--- src/rtl/snd_pkg.sv ---
// Shared definitions for the sound register controller: register offsets,
// page decode, command encodings, channel FSM states and a byte-lane helper.
package snd_pkg;

    // Per-channel register indices (ADDR[3:2])
    localparam logic [1:0] REG_ADDR = 2'd0;
    localparam logic [1:0] REG_SIZE = 2'd1;
    localparam logic [1:0] REG_VOL  = 2'd2;
    localparam logic [1:0] REG_CTRL = 2'd3;

    // Global register indices (ADDR[3:2]) inside the global page
    localparam logic [1:0] GREG_STATUS = 2'd0;
    localparam logic [1:0] GREG_PEND   = 2'd1;
    localparam logic [1:0] GREG_EN     = 2'd2;

    // ADDR[11:8] value selecting the global register page
    localparam logic [3:0] GLOBAL_PAGE = 4'hF;

    // Command encodings carried on CMD
    localparam logic [1:0] CMD_STOP  = 2'd0;
    localparam logic [1:0] CMD_PLAY  = 2'd1;
    localparam logic [1:0] CMD_PAUSE = 2'd2;
    localparam logic [1:0] CMD_RSVD  = 2'd3;

    // Per-channel command handshake states
    typedef enum logic {
        CH_IDLE = 1'b0,
        CH_PEND = 1'b1
    } ch_state_e;

    // Expand 4 byte enables into a 32-bit bit mask
    function automatic logic [31:0] byte_mask(input logic [3:0] be);
        logic [31:0] m;
        m = '0;
        for (int b = 0; b < 4; b++) begin
            m[8*b +: 8] = {8{be[b]}};
        end
        return m;
    endfunction

endpackage

--- src/rtl/snd_regctl_ch.sv ---
// One sound channel: buffer address/size, volume, loop flag and the
// IDLE/PEND command handshake towards the channel engine.
// ADDR_W is expected to be at most 32 (registers live in one bus word).
module snd_regctl_ch
    import snd_pkg::*;
#(
    parameter int ADDR_W = 29
) (
    input  logic              ACLK,
    input  logic              ARST,
    input  logic              wr_sel,
    input  logic [1:0]        wr_reg,
    input  logic [3:0]        byteen,
    input  logic [31:0]       wdata,
    input  logic              cmd_ready,
    output logic [ADDR_W-1:0] snd_addr,
    output logic [ADDR_W-1:0] snd_size,
    output logic [7:0]        volume,
    output logic              loop,
    output logic [1:0]        cmd,
    output logic              cmd_valid
);

    logic [ADDR_W-1:0] addr_reg;
    logic [ADDR_W-1:0] size_reg;
    logic [7:0]        vol_reg;
    logic              loop_reg;
    logic [1:0]        cmd_reg;
    ch_state_e         state_reg;
    ch_state_e         state_next;

    logic [31:0] lane_mask;
    logic        ctrl_wr;

    assign lane_mask = byte_mask(byteen);
    assign ctrl_wr   = wr_sel && (wr_reg == REG_CTRL) && byteen[0];

    // Register file: byte-lane merge for address/size, lane 0 for volume/ctrl
    always_ff @(posedge ACLK) begin
        if (ARST) begin
            addr_reg <= '0;
            size_reg <= '0;
            vol_reg  <= '0;
            loop_reg <= 1'b0;
            cmd_reg  <= CMD_STOP;
        end else begin
            if (wr_sel && (wr_reg == REG_ADDR)) begin
                addr_reg <= ADDR_W'((32'(addr_reg) & ~lane_mask) | (wdata & lane_mask));
            end
            if (wr_sel && (wr_reg == REG_SIZE)) begin
                size_reg <= ADDR_W'((32'(size_reg) & ~lane_mask) | (wdata & lane_mask));
            end
            if (wr_sel && (wr_reg == REG_VOL) && byteen[0]) begin
                vol_reg <= wdata[7:0];
            end
            // A new command always wins, even over a concurrent accept
            if (ctrl_wr) begin
                loop_reg <= wdata[2];
                cmd_reg  <= wdata[1:0];
            end
        end
    end

    // Handshake state register; reset drops a pending command immediately
    always_ff @(posedge ACLK) begin
        if (ARST) begin
            state_reg <= CH_IDLE;
        end else begin
            state_reg <= state_next;
        end
    end

    // Handshake next-state: write arms PEND, READY returns to IDLE unless re-armed
    always_comb begin
        state_next = state_reg;
        case (state_reg)
            CH_IDLE: begin
                if (ctrl_wr) begin
                    state_next = CH_PEND;
                end
            end
            CH_PEND: begin
                if (ctrl_wr) begin
                    state_next = CH_PEND;
                end else if (cmd_ready) begin
                    state_next = CH_IDLE;
                end
            end
            default: state_next = CH_IDLE;
        endcase
    end

    assign snd_addr  = addr_reg;
    assign snd_size  = size_reg;
    assign volume    = vol_reg;
    assign loop      = loop_reg;
    assign cmd       = cmd_reg;
    assign cmd_valid = (state_reg == CH_PEND);

endmodule

--- src/rtl/snd_regctl_mc.sv ---
// Multi-channel sound register controller: bus decode, NCH channel
// register blocks, registered read mux and the maskable completion IRQ.
module snd_regctl_mc
    import snd_pkg::*;
#(
    parameter int         NCH    = 4,
    parameter int         ADDR_W = 29,
    parameter logic [3:0] BASE   = 4'd3
) (
    input  logic                  ACLK,
    input  logic                  ARST,
    input  logic [15:0]           WRADDR,
    input  logic [3:0]            BYTEEN,
    input  logic                  WREN,
    input  logic [31:0]           WDATA,
    input  logic [15:0]           RDADDR,
    input  logic                  RDEN,
    output logic [31:0]           RDATA,
    output logic [NCH*ADDR_W-1:0] SNDADDR,
    output logic [NCH*ADDR_W-1:0] SNDSIZE,
    output logic [NCH*8-1:0]      VOLUME,
    output logic [NCH-1:0]        LOOP,
    output logic [NCH*2-1:0]      CMD,
    output logic [NCH-1:0]        CMD_VALID,
    input  logic [NCH-1:0]        CMD_READY,
    input  logic [NCH-1:0]        BUSY,
    input  logic [NCH-1:0]        DONE,
    output logic                  IRQ
);

    // Bus decode
    logic wr_hit;
    logic wr_global;
    logic rd_hit;
    logic rd_global;

    assign wr_hit    = WREN && (WRADDR[15:12] == BASE);
    assign wr_global = (WRADDR[11:8] == GLOBAL_PAGE);
    assign rd_hit    = RDEN && (RDADDR[15:12] == BASE);
    assign rd_global = (RDADDR[11:8] == GLOBAL_PAGE);

    // Per-channel views
    logic [NCH-1:0]    ch_wr_sel;
    logic [NCH-1:0]    ch_rd_sel;
    logic [31:0]       ch_rd_data [NCH];
    logic [ADDR_W-1:0] ch_addr    [NCH];
    logic [ADDR_W-1:0] ch_size    [NCH];
    logic [7:0]        ch_vol     [NCH];
    logic [NCH-1:0]    ch_loop;
    logic [1:0]        ch_cmd     [NCH];
    logic [NCH-1:0]    ch_valid;

    // Global interrupt state
    logic [NCH-1:0] irq_pend_reg;
    logic [NCH-1:0] irq_pend_next;
    logic [NCH-1:0] irq_en_reg;
    logic [NCH-1:0] irq_en_next;
    logic [NCH-1:0] glb_lane;
    logic [NCH-1:0] pend_clr;
    logic           irq_reg;

    logic [31:0] rdata_reg;
    logic [31:0] rd_mux;

    genvar gi;
    generate
        for (gi = 0; gi < NCH; gi++) begin : g_ch
            // Channels not present in the address space simply never match
            assign ch_wr_sel[gi] = wr_hit && !wr_global && (WRADDR[7:4] == 4'(gi));
            assign ch_rd_sel[gi] = (RDADDR[7:4] == 4'(gi));
            // Global bit gi lives in byte lane gi/8
            assign glb_lane[gi]  = BYTEEN[gi/8];

            snd_regctl_ch #(
                .ADDR_W (ADDR_W)
            ) u_ch (
                .ACLK      (ACLK),
                .ARST      (ARST),
                .wr_sel    (ch_wr_sel[gi]),
                .wr_reg    (WRADDR[3:2]),
                .byteen    (BYTEEN),
                .wdata     (WDATA),
                .cmd_ready (CMD_READY[gi]),
                .snd_addr  (ch_addr[gi]),
                .snd_size  (ch_size[gi]),
                .volume    (ch_vol[gi]),
                .loop      (ch_loop[gi]),
                .cmd       (ch_cmd[gi]),
                .cmd_valid (ch_valid[gi])
            );

            assign SNDADDR[gi*ADDR_W +: ADDR_W] = ch_addr[gi];
            assign SNDSIZE[gi*ADDR_W +: ADDR_W] = ch_size[gi];
            assign VOLUME[gi*8 +: 8]            = ch_vol[gi];
            assign CMD[gi*2 +: 2]               = ch_cmd[gi];

            // Channel register word for the read mux
            always_comb begin
                ch_rd_data[gi] = '0;
                case (RDADDR[3:2])
                    REG_ADDR: ch_rd_data[gi] = 32'(ch_addr[gi]);
                    REG_SIZE: ch_rd_data[gi] = 32'(ch_size[gi]);
                    REG_VOL:  ch_rd_data[gi] = {24'd0, ch_vol[gi]};
                    REG_CTRL: ch_rd_data[gi] = {29'd0, ch_loop[gi], ch_cmd[gi]};
                    default:  ch_rd_data[gi] = '0;
                endcase
            end
        end
    endgenerate

    assign LOOP      = ch_loop;
    assign CMD_VALID = ch_valid;

    // Interrupt pending/enable next state: DONE beats a same-cycle W1C
    always_comb begin
        pend_clr    = '0;
        irq_en_next = irq_en_reg;
        if (wr_hit && wr_global && (WRADDR[3:2] == GREG_PEND)) begin
            pend_clr = WDATA[NCH-1:0] & glb_lane;
        end
        if (wr_hit && wr_global && (WRADDR[3:2] == GREG_EN)) begin
            irq_en_next = (irq_en_reg & ~glb_lane) | (WDATA[NCH-1:0] & glb_lane);
        end
        irq_pend_next = (irq_pend_reg & ~pend_clr) | DONE;
    end

    // Interrupt registers; IRQ is a registered OR of enabled pending bits
    always_ff @(posedge ACLK) begin
        if (ARST) begin
            irq_pend_reg <= '0;
            irq_en_reg   <= '0;
            irq_reg      <= 1'b0;
        end else begin
            irq_pend_reg <= irq_pend_next;
            irq_en_reg   <= irq_en_next;
            irq_reg      <= |(irq_pend_reg & irq_en_reg);
        end
    end

    // Read mux on current state, so a same-cycle write is not yet visible
    always_comb begin
        rd_mux = '0;
        if (rd_global) begin
            case (RDADDR[3:2])
                GREG_STATUS: rd_mux = (32'(ch_valid) << 16) | 32'(BUSY);
                GREG_PEND:   rd_mux = 32'(irq_pend_reg);
                GREG_EN:     rd_mux = 32'(irq_en_reg);
                default:     rd_mux = '0;
            endcase
        end else begin
            for (int c = 0; c < NCH; c++) begin
                if (ch_rd_sel[c]) begin
                    rd_mux = ch_rd_data[c];
                end
            end
        end
    end

    // Registered read data, held when there is no read hit
    always_ff @(posedge ACLK) begin
        if (ARST) begin
            rdata_reg <= '0;
        end else if (rd_hit) begin
            rdata_reg <= rd_mux;
        end
    end

    assign RDATA = rdata_reg;
    assign IRQ   = irq_reg;

    // Word-aligned bus: the byte offset bits carry no information
    logic unused_addr_bits;
    assign unused_addr_bits = &{1'b0, WRADDR[1:0], RDADDR[1:0]};

endmodule

--- config.mk ---
export PLATFORM = sky130hd
export DESIGN_NAME = snd_regctl_mc
export DESIGN_NICKNAME = d
export VERILOG_FILES = /design/src/rtl/snd_pkg.sv /design/src/rtl/snd_regctl_ch.sv /design/src/rtl/snd_regctl_mc.sv
export SDC_FILE = /design/constraint.sdc
export NUM_CORES = 1
export LEC_CHECK = 0
export ABC_AREA = 1
export CORE_MARGIN = 2
export CORE_UTILIZATION = 30
export DETAILED_ROUTE_END_ITERATION = 12
export PLACE_DENSITY = 0.61
export SLEW_MARGIN = 0
export SYNTH_ARGS = -nofsm -noshare
export SYNTH_HDL_FRONTEND = slang
export SYNTH_SLANG_ARGS = --single-unit
--- constraint.sdc ---
create_clock -name ACLK -period 2.8 [get_ports ACLK]
set_clock_uncertainty 0.2 [all_clocks]
set_input_delay 0.28 -clock ACLK [delete_from_list [all_inputs] [get_ports ACLK]]
set_output_delay 0.28 -clock ACLK [all_outputs]
set_load 0.1 [all_outputs]
Word-level counts from Yosys, hierarchy flattened
Index checks and enable logic that the tools add are counted.
{"block": "classes", "eq_ne": 16, "n_mux": 27, "bitwise": 31, "reduce_logical": 40}
{"cell": "$pmux 32 s4", "n": 4}
{"cell": "$and 29x29->29", "n": 9}
{"cell": "$or 29x29->29", "n": 8}
{"cell": "$mux 32", "n": 5}
{"cell": "$pmux 20 s3", "n": 1}
{"cell": "$logic_and 1x1->1", "n": 34}
{"cell": "$not 29->29", "n": 1}
{"cell": "$eq 4x2->1 const B", "n": 6}
{"cell": "$or 20x4->20", "n": 1}
{"cell": "$and 4x4->4", "n": 4}
{"cell": "$mux 1", "n": 12}
{"cell": "$eq 2x2->1 const B", "n": 4}
{"cell": "$eq 4x1->1 const B", "n": 2}
{"cell": "$eq 4x4->1 const B", "n": 2}
{"cell": "$logic_not 4->1", "n": 2}
{"cell": "$not 4->4", "n": 2}
{"cell": "$or 4x4->4", "n": 2}
{"cell": "$pmux 1 s2", "n": 4}
{"cell": "$eq 2x1->1 const B", "n": 2}
{"cell": "$logic_not 2->1", "n": 2}
{"cell": "$mux 4", "n": 1}
{"cell": "$not 1->1", "n": 4}
{"cell": "$reduce_or 4->1", "n": 1}
{"cell": "$logic_not 1->1", "n": 1}
{"block": "totals", "ff_bits": 321, "out_inout_bits": 313, "word_cells": 142}

Longest topological paths before layout
Gate-level depths: netlist of run 1.
{"block": "depth", "ltp_word": 8, "mapped_depth": 12, "depth_no_buf": 11}

Hierarchy
Synthesis of run 1 repeated with hierarchy kept, for this count alone.
{"block": "unflattened", "cells_unflattened": 2978, "area_unflattened_um2": 17837.1}
{"mod": "snd_regctl_ch", "instances": 4, "cells_per_inst": 534, "area_each_um2": 3409.5, "seq_area_each_um2": 1401.3}
{"mod": "snd_regctl_mc", "instances": 1, "cells_per_inst": 842, "area_each_um2": 4199.0, "seq_area_each_um2": 760.7}

Least setup slack after synthesis of run 1
Ideal clock, no wire load.
{"block": "synth_path", "path_type": "reg-to-reg", "start": "register g_ch[2].u_ch.vol_reg[0]", "end": "register rdata_reg[0] (netlist: RDATA[0])", "arrival_ns": 1.583, "required_time_ns": 2.530, "path_slack_ns": 0.947, "stages_incl_launch_ff": 9, "n_path_buf": 0, "period_less_slack_ns": 1.853, "cell_sequence": "dfxtp_1 inv_1 a21oi_1 nor2_1 nor2_1 nor2_1 nand2_1 nand2_1 a21oi_1"}
{"block": "synth_via", "elab_chain_len": 4}
{"item": "start, declared", "line_no": "snd_regctl_ch.sv:26", "rtl": "logic [7:0] vol_reg;"}
{"item": "start signal, assigned", "line_no": "snd_regctl_ch.sv:54", "rtl": "vol_reg <= wdata[7:0];"}
{"item": "$pmux 32 s4", "line_no": "snd_regctl_mc.sv:100", "rtl": "case (RDADDR[3:2])"}
{"item": "$mux 32 (2 in a row)", "line_no": "snd_regctl_mc.sv:152", "rtl": "if (ch_rd_sel[c]) begin"}
{"item": "$mux 32", "line_no": "snd_regctl_mc.sv:143", "rtl": "if (rd_global) begin"}
{"item": "end signal, assigned", "line_no": "snd_regctl_mc.sv:164", "rtl": "rdata_reg <= rd_mux;"}
{"item": "end, declared", "line_no": "snd_regctl_mc.sv:62", "rtl": "logic [31:0] rdata_reg;"}
Every way passes these cells. The select of a mux whose other input is x is not followed.
A chain may end at the register's enable or synchronous reset.

Final worst setup path of run 1
{"block": "layout_path", "start": "input port RDADDR[4]", "end": "register rdata_reg[16] (netlist: RDATA[16])"}
{"block": "layout_via", "elab_chain_len": 6, "word_cells_on_any_way": 9, "cone_classes": "eq/ne: 3; mux: 5; reduce/logical: 1"}
{"item": "start, declared", "line_no": "snd_regctl_mc.sv:16", "rtl": "input logic [15:0] RDADDR,"}
{"item": "$logic_not 4->1", "line_no": "snd_regctl_mc.sv:70", "rtl": "assign ch_rd_sel[gi] = (RDADDR[7:4] == 4'(gi));"}
{"item": "$mux 32 (3 in a row)", "line_no": "snd_regctl_mc.sv:152"}
{"item": "$mux 32 (*)", "line_no": "snd_regctl_mc.sv:152"}
{"item": "$mux 32 (*)", "line_no": "snd_regctl_mc.sv:143"}
Mark *: on every way between the ends. The rest lies on a longest branch, timed or not.

==> results of run 1 <==
==> routing by layer <==
metal  routed length, um  GRT usage (%)
met1               27500           33.3
met3                5610           5.75
met5                  14              0
met2               28900           39.4
met4                3080           11.9
==> metrics by stage <==
step	power [mW]	setup slack [ns]
2_1_floorplan	4.98	0.947
3_3_place_gp	5.35	0.132
3_5_place_dp	5.36	0.123
4_1_cts	10.6	0.701
5_1_grt	10.9	0.577
6_report	10.6	0.701
==> cells in the mapped netlist, drive strengths merged <==
cell type	instances
nand2	559
nor2	342
dfxtp	318
nand3	216
a21oi	208
o21ai	203
inv	102
clkbuf	81
buf	47
a22oi	16
nor3	12
nand4	8
a21boi	4
clkinv	2
a22o	1
a41oi	1
conb	1
==> worst register-to-register path: cells and delay by family (launching register included) <==
family / cells / cell delay (ns)
AO/OA/AOI/OAI: 1 / 0.13
AND/OR/NAND/NOR: 7 / 0.86
flip-flops: 1 / 0.39
==> area by class of cell <==
type | instances | area (um^2) | share of cell area, %
Multi-Input combinational cell | 1573 | 7000 | 35.7
Tap cell | 615 | 769 | 3.93
Clock inverter | 16 | 203 | 1.03
Inverter | 104 | 392 | 2.00
Timing Repair Buffer | 459 | 3750 | 19.1
Clock buffer | 52 | 1130 | 5.74
Antenna cell | 2 | 5.00 | 0.0255
Sequential cell | 318 | 6370 | 32.5
==> logic make-up (layout without fill, tap and decap cells) <==
group | Yosys count | count (layout)
flip-flops | 318 | 318
buffers and inverters | 232 | 631
AND/OR/NAND/NOR | 1137 | 1137
AO/OA/AOI/OAI | 433 | 433
other | 1 | 5
==> power groups by stage <==
stage | registers (mW) | clock network, mW | logic, mW
finish | 4.54 | 5.29 | 0.734
CTS | 4.54 | 5.36 | 0.722
floorplan | 4.65 | 0 | 0.333
detailed placement | 4.64 | 0 | 0.720
global placement | 4.64 | 0 | 0.716
global route | 4.53 | 5.54 | 0.780
==> worst max-delay path by stage <==
stage / cells after the start / endpoint / slack, ns / start
global route: 8 / register / 0.58 / WRADDR[12]
detailed placement: 8 / register / 0.12 / WRADDR[12]
floorplan: 8 / RDATA[0] / 0.95 / g_ch[2].u_ch.volume[0]
global placement: 12 / RDATA[1] / 0.13 / RDADDR[6]
CTS: 11 / RDATA[1] / 0.70 / RDADDR[4]
finish: 8 / RDATA[16] / 0.70 / RDADDR[4]
==> out/metrics.cfg, run 1 <==
[status]
status = complete, no violations

[logic_synthesis]
synth.distinct_cells = 28
synth_xor_xnor_area_share_pct = 0
syn_inst = 2121
syn_area_per_cell_um2 = 6.75
yosysSeqAreaShare_pct = 44.5
yosys.area.top_type = dfxtp_1
synth_compound_area_share_pct = 15.5
synth_fa_ha_area_share_pct = 0
synth.area.mux_share_pct = 0
yosys.area_share.simple_pct = 33.2
synth.cell_area_um2 = 14300
netlist.area_leader.share_pct = 44.5
ys_ff_latch = 318
yosys-top-cells-area = dfxtp_1 44%, nand2_1 14%, nor2_1 8.7%
synth_top_family_by_area = simple AND/OR/NAND/NOR gates
ys_warn_count = 0

[clock_network]
cts_sinks = 318
cts_htree_levels = 2
postCtsSetupRepairBufs = 0
cts_buffers = 39
cts-root-buf = clkbuf_16
clk_pin_slew_ns = 0.06
cts_tree = yes
clk_latency_ns = 0.57
ctsResizeCount = 0
cts_hold_buf = 0
clk_path_buf_depth = 3

[placed_design]
port_buffers = 386
placed_area_um2 = 18300
gp_congestion = 0.934
hpwlAfterDp_um = 47700
dp.cells = 3069

[sta]
period_needed_ns = 2.10
slew_viol_final = 0
tns_ns = 0
max_freq_mhz = 476
period_share_pct = 75.0
whs_ns = 0.0820
relSlewSlack_pct = 46.7
rsz0062_at_grt = false
worst_pin_slew_ns = 0.797
hold_viol = 0
setup_violations = 0

[floorplanning]
die_w_um = 222
num_rows = 80
pin_count = 397
fp.coreArea_um2 = 47400
fp.dieH_um = 222
start_util_pct = 30.2
die-area_um2 = 49500

[final_layout]
fin_cells = 3139
fin_area_um2 = 19600
nets = 2579
fin_util_pct = 41.3
fill_cells = 5009
final_common_cell = nand2_1
final_cell_mix = 551 x nand2_1, 375 x buf_4, 327 x nor2_1
areaGrowthSynthToFinish_pct = 37.0
drive_gt1_share_pct = 20.2

[worst_setup_path]
arrival_ns = 2.39
r2r_start = g_ch[2].u_ch.volume[5]
r2r-end = RDATA[5]
cpPeakStageDelay_ns = 0.66
crit_chain = clkdlybuf4s50_1 -> nand2_1 -> nor2_2 -> buf_4 -> nand2_1 -> nand4_1 -> nand2_1 -> a21oi_1
reg2reg_depth = 8
crit_path_max_fanout = 10
cpMostUsedCell = nand2_1
cp-end-kind = register
cp-start-kind = primary input
rrSetupSlack_ns = 1.13
crit_type = primary input to register
critPathSlowestCell = clkdlybuf4s50_1
cp_num_buf_inv = 2
cp.required_ns = 3.09
path_delay_family = simple AND/OR/NAND/NOR gates

[min_path]
hold_path.startpoint = ARST
hold_path.class = primary input to register
min_path_cells = 3
min_to = irq_pend_reg[3]

[global_routing]
grt.total_usage_pct = 25.3
antenna_found_initial = 3
grt-ovfl-total = 0
grt_pass1_wl_um = 95100
grt_max_degree = 139
first_global_vias = 14700

[drt]
wl_um = 65100
post_drt_wl_per_cell_um = 20.7
drc = 0
drt-initial-drc-count = 1465
dr.pass1.iters = 7
vias = 16000
ant_nets = 0
viasPerCell = 5.11

[power_and_ir_drop]
internal_power_mw = 7.95
powerDensity_nw_per_um2 = 539
p_switching_mw = 2.61
ir_drop_mv = 0.380
p_clk_share_pct = 50.1
comb_power_share_pct = 6.9
p_seq_share_pct = 43.0
power_leakage_nw = 8.02
power_switching_share_pct = 24.7

[flow_run]
drv.max_cap_violation_count = 0

Power figures use the tool's default switching activity.
==> run 2, diff against run 1 <==
--- a/config.mk
+++ b/config.mk
@@ -9,7 +9,7 @@
 export CORE_MARGIN = 2
 export CORE_UTILIZATION = 30
 export DETAILED_ROUTE_END_ITERATION = 12
-export PLACE_DENSITY = 0.61
+export PLACE_DENSITY = 0.63
 export SLEW_MARGIN = 0
 export SYNTH_ARGS = -nofsm -noshare
 export SYNTH_HDL_FRONTEND = slang
==> constraint.sdc (replaced) <==
create_clock -name ACLK -period 1.8 [get_ports ACLK]
set_clock_uncertainty 0.2 [all_clocks]
set_input_delay 0.18 -clock ACLK [delete_from_list [all_inputs] [get_ports ACLK]]
set_output_delay 0.18 -clock ACLK [all_outputs]
set_load 0.1 [all_outputs]
==> out/metrics.cfg, run 2 (synthesis results as in run 1) <==
[worst_setup_path]
r2r-end = RDATA[5]
crit_type = primary input to register
cpPeakStageDelay_ns = 0.48
reg2reg_depth = 8
r2r_start = g_ch[2].u_ch.volume[5]
crit_chain = clkdlybuf4s50_1 -> nand2_1 -> nor3_4 -> buf_12 -> nand3_2 -> nor2_4 -> buf_12 -> nand2_2 -> o21ai_0 -> nor2_1
critPathSlowestCell = clkdlybuf4s50_1
cp-end-kind = register
cp.required_ns = 2.04
cpMostUsedCell = buf_12
rrSetupSlack_ns = 0.24
crit_path_max_fanout = 9
arrival_ns = 2.00
cp-start-kind = primary input
cp_num_buf_inv = 3
path_delay_family = simple AND/OR/NAND/NOR gates

[global_routing]
gr-max-usage-layer = met2
grt-ovfl-total = 0
antenna_found_initial = 1
grt.total_usage_pct = 26.2
use_met2_pct = 41.9
met1_usage_pct = 33.4
grt_pass1_wl_um = 98700
first_global_vias = 15600
grt_max_degree = 139
use_met3_pct = 6.23

[floorplanning]
fp.coreArea_um2 = 47400
die_w_um = 222
pin_count = 397
start_util_pct = 30.2
die-area_um2 = 49500
num_rows = 80
fp.dieH_um = 222

[clock_network]
cts_hold_buf = 0
cts_tree = yes
clk_pin_slew_ns = 0.06
cts_sinks = 318
clk_latency_ns = 0.57
cts_htree_levels = 2
cts_buffers = 37
clk_path_buf_depth = 3
cts-root-buf = clkbuf_16

[placed_design]
placed_area_um2 = 23100
pre_cts_ws_ns = -0.652
hpwlAfterDp_um = 50200
gp_congestion = 0.911
port_buffers = 386
dp.cells = 3154

[drt]
wl_um = 67300
viasPerCell = 5.19
dr.pass1.iters = 6
drc = 0
post_drt_wl_per_cell_um = 20.9
vias = 16700
ant_nets = 0
drt-initial-drc-count = 1815

[sta]
period_needed_ns = 1.76
rsz0062_at_grt = true
relSlewSlack_pct = 51.5
period_share_pct = 97.7
tns_ns = 0
worst_pin_slew_ns = 0.727
layout_setup_ws_ns = 0.0422
slew_viol_final = 0
max_freq_mhz = 569
setup_violations = 0
hold_viol = 0
whs_ns = 0.000532

[final_layout]
fin_area_um2 = 24600
final_cell_mix = 531 x nand2_1, 344 x buf_12, 326 x nor2_1
final_common_cell = nand2_1
areaGrowthSynthToFinish_pct = 72.1
fill_cells = 4330
drive_gt1_share_pct = 24.8
nets = 2669
fin_util_pct = 51.9
fin_cells = 3228

[power_and_ir_drop]
powerDensity_nw_per_um2 = 648
power_leakage_nw = 9.45
total_power_mw = 16.0
ir_drop_mv = 0.624

[status]
status = complete, no violations

[min_path]
hold_path.startpoint = ARST
min_to = irq_pend_reg[1]
hold_path.class = primary input to register
min_path_cells = 3

[flow_run]
drv.max_cap_violation_count = 0

[run 2: cell count changes in the layout (fill, tap and decap cells not counted), sizes merged, moves of 2 or more]
cell	previous run	this run
buf	384	473
bufinv	4	1
clkdlybuf4s50	75	72
clkinvlp	0	2
dlymetal6s2s	0	2
inv	104	106
[run 2: how the worst max path moves through the flow]
stage	from	endpoint	cells past startpoint
final	WREN	register	10
after global routing	WREN	register	10
after CTS	WRADDR[13]	register	10
after detailed placement	RDADDR[2]	RDATA[17]	12
after global placement	RDADDR[3]	RDATA[11]	13
after floorplan	g_ch[2].u_ch.cmd[0]	RDATA[0]	8
[run 2: worst register-to-register path: cells and delay by family (launching register included)]
family	cells	cell delay (ns)
compound gates	1	0.11
flops	1	0.45
simple gates	7	0.72
[run 2: area by class of cell]
type	instances	area, um^2	area share [%]
sequential	318	6400	26.0
antenna	1	2.50	0.0102
multi-input combinational	1573	7120	28.9
clock buffer	49	1050	4.27
tap	615	769	3.12
clock inverter	17	153	0.620
timing repair buffer	551	8730	35.4
inverter	104	419	1.70
[run 2: metal layers]
layer | vias to the layer above | routed length, um
met1 | 7667 | 26400
met5 | - | 0
met4 | 0 | 3590
li1 | 7844 | -
met2 | 1040 | 30500
met3 | 190 | 6870
[run 2: where the power goes]
group	switching [mW]	total, mW	internal (mW)
Combinational	0.841	1.33	0.494
Clock	3.26	7.56	4.30
Sequential	0.0106	7.06	7.05
[run 2: timing repair]
item | 4_1_cts | 5_1_grt
setup buffers | 0 | 3
pin swaps | 0 | 4
gates cloned | 1 | 3
setup endpoints to repair | 54 | 229
resized for setup | 12 | 61
==> run 3, diff against run 2 <==
--- a/config.mk
+++ b/config.mk
@@ -6,10 +6,12 @@
 export NUM_CORES = 1
 export LEC_CHECK = 0
 export ABC_AREA = 1
+export CORE_ASPECT_RATIO = 1.2
 export CORE_MARGIN = 2
 export CORE_UTILIZATION = 30
 export DETAILED_ROUTE_END_ITERATION = 12
 export PLACE_DENSITY = 0.63
+export REMOVE_ABC_BUFFERS = 1
 export SLEW_MARGIN = 0
 export SYNTH_ARGS = -nofsm -noshare
 export SYNTH_HDL_FRONTEND = slang
==> out/metrics.cfg, run 3 (synthesis results as in run 1) <==
[status]
status = complete, no violations

[worst_setup_path]
cpMostUsedCell = nand2_1
cp-end-kind = register
crit_type = primary input to register
cp-start-kind = primary input
crit_path_max_fanout = 10
rrSetupSlack_ns = 0.32
arrival_ns = 1.97
cpPeakStageDelay_ns = 0.52
reg2reg_depth = 8
critPathSlowestCell = clkdlybuf4s50_1
crit_chain = clkdlybuf4s50_1 -> nand2_1 -> nor3_4 -> buf_12 -> nand3_2 -> nor2_4 -> buf_12 -> nand2_1 -> nand2_1 -> a21oi_1
cp.required_ns = 1.99

[floorplanning]
die_w_um = 203
fp.coreArea_um2 = 47000
start_util_pct = 30.4
fp.dieH_um = 243
die-area_um2 = 49500
pin_count = 397
num_rows = 87

[sta]
hold_viol = 0
slew_viol_final = 0
worst_pin_slew_ns = 0.674
relSlewSlack_pct = 55.1
tns_ns = 0
setup_violations = 0
period_needed_ns = 1.79
max_freq_mhz = 560
rsz0062_at_grt = true
period_share_pct = 99.2

[power_and_ir_drop]
ir_drop_mv = 0.432
total_power_mw = 15.7
powerDensity_nw_per_um2 = 631
power_leakage_nw = 9.55

[drt]
post_drt_wl_per_cell_um = 20.5
drt-initial-drc-count = 1479
ant_nets = 0
vias = 16600
viasPerCell = 5.11
wl_um = 66500
dr.pass1.iters = 6
drc = 0

[placed_design]
gp_congestion = 0.940
port_buffers = 386
placed_area_um2 = 23200
hpwlAfterDp_um = 48500

[clock_network]
clk_pin_slew_ns = 0.06
cts-root-buf = clkbuf_16
cts_htree_levels = 2
cts_tree = yes
cts_sinks = 318
clk_latency_ns = 0.55
clk_path_buf_depth = 3
cts_buffers = 35

[flow_run]
drv.max_cap_violation_count = 0

[final_layout]
final_cell_mix = 529 x nand2_1, 351 x buf_12, 325 x nor2_1
fin_area_um2 = 24800
drive_gt1_share_pct = 24.3
nets = 2676
final_common_cell = nand2_1
areaGrowthSynthToFinish_pct = 73.5

[global_routing]
grt_max_degree = 139
met1_usage_pct = 30.4
grt-ovfl-total = 0
first_global_vias = 16100
gr-max-usage-layer = met2
grt_pass1_wl_um = 97500
use_met3_pct = 6.10
antenna_found_initial = 9
grt.total_usage_pct = 25.5
use_met2_pct = 44.2

[min_path]
hold_path.class = primary input to register
min_path_cells = 3

## run 3: cell types whose count changed in the layout (fill, tap and decap cells not counted), moves of 3 or more
cell	change
nand2_2	-9
o21ai_1	+6
clkbuf_1	+4
dfxtp_2	-24
o21ai_0	-8
clkinv_2	-3
buf_12	+7
nand2_4	+11
dfxtp_1	+24
## run 3: final cells by class
class | instances | area [um^2]
fillers | 4346 | 22200
repair buffers | 560 | 8880
multi-input cells | 1573 | 7220
flip-flops and latches | 318 | 6370
clock buffers | 52 | 1040
well taps | 623 | 779
inverters | 104 | 430
clock inverters | 12 | 111
diodes | 2 | 5.00
## run 3: final timing paths
check	start	end
worst max-delay path	WREN	register
worst min-delay path	DONE[3]	irq_pend_reg[3]
worst max register to register	g_ch[0].u_ch.cmd[0]	RDATA[0]
worst min register to register	register	register
## run 3: where the power goes
| part | switching, mW | total, mW | internal, mW |
|---|---|---|---|
| combinational | 0.839 | 1.34 | 0.497 |
| clock | 3.08 | 7.27 | 4.18 |
| sequential | 0.0107 | 7.06 | 7.05 |
| total | 3.93 | 15.7 | 11.7 |
## run 3: worst max-delay path, delay by kind of cell
kind | cells | cell delay (ns)
buffers and inverters | 3 | 0.83
and+or+nand+nor | 6 | 0.88
AOI/OAI and AO/OA | 1 | 0.07
## run 3: routing by layer
metal	share of wire (%)	wire length, um
met3	9.0	5990
met2	49	32800
met4	3.6	2390
met5	0.13	85
met1	38	25200
## run 3: metrics by stage
| stage | std cells | setup WS (ns) | utilization (%) | hold slack, ns |
|---|---|---|---|---|
| after global routing | 3244 | -0.0382 | 52.8 | 0.0355 |
| after CTS | 3228 | -0.0271 | 51.8 | 0.0185 |
| final | 3244 | 0.0147 | 52.8 | 0.0285 |
| after global placement | 3163 | -0.689 | 49.3 | 0.254 |
| after detailed placement | 3163 | -0.693 | 49.3 | 0.259 |
| after floorplan | 1995 | -2.77 | - | 0.0491 |
## run 3: repair_timing
item | 4_1_cts | 5_1_grt
hold endpoints to repair | 18 | 0
hold buffers | 1 | 0
resized for setup | 16 | 85
setup buffers | 0 | 9
pin swaps | 1 | 6
cloned | 0 | 5
endpoints found under the setup margin | 85 | 230
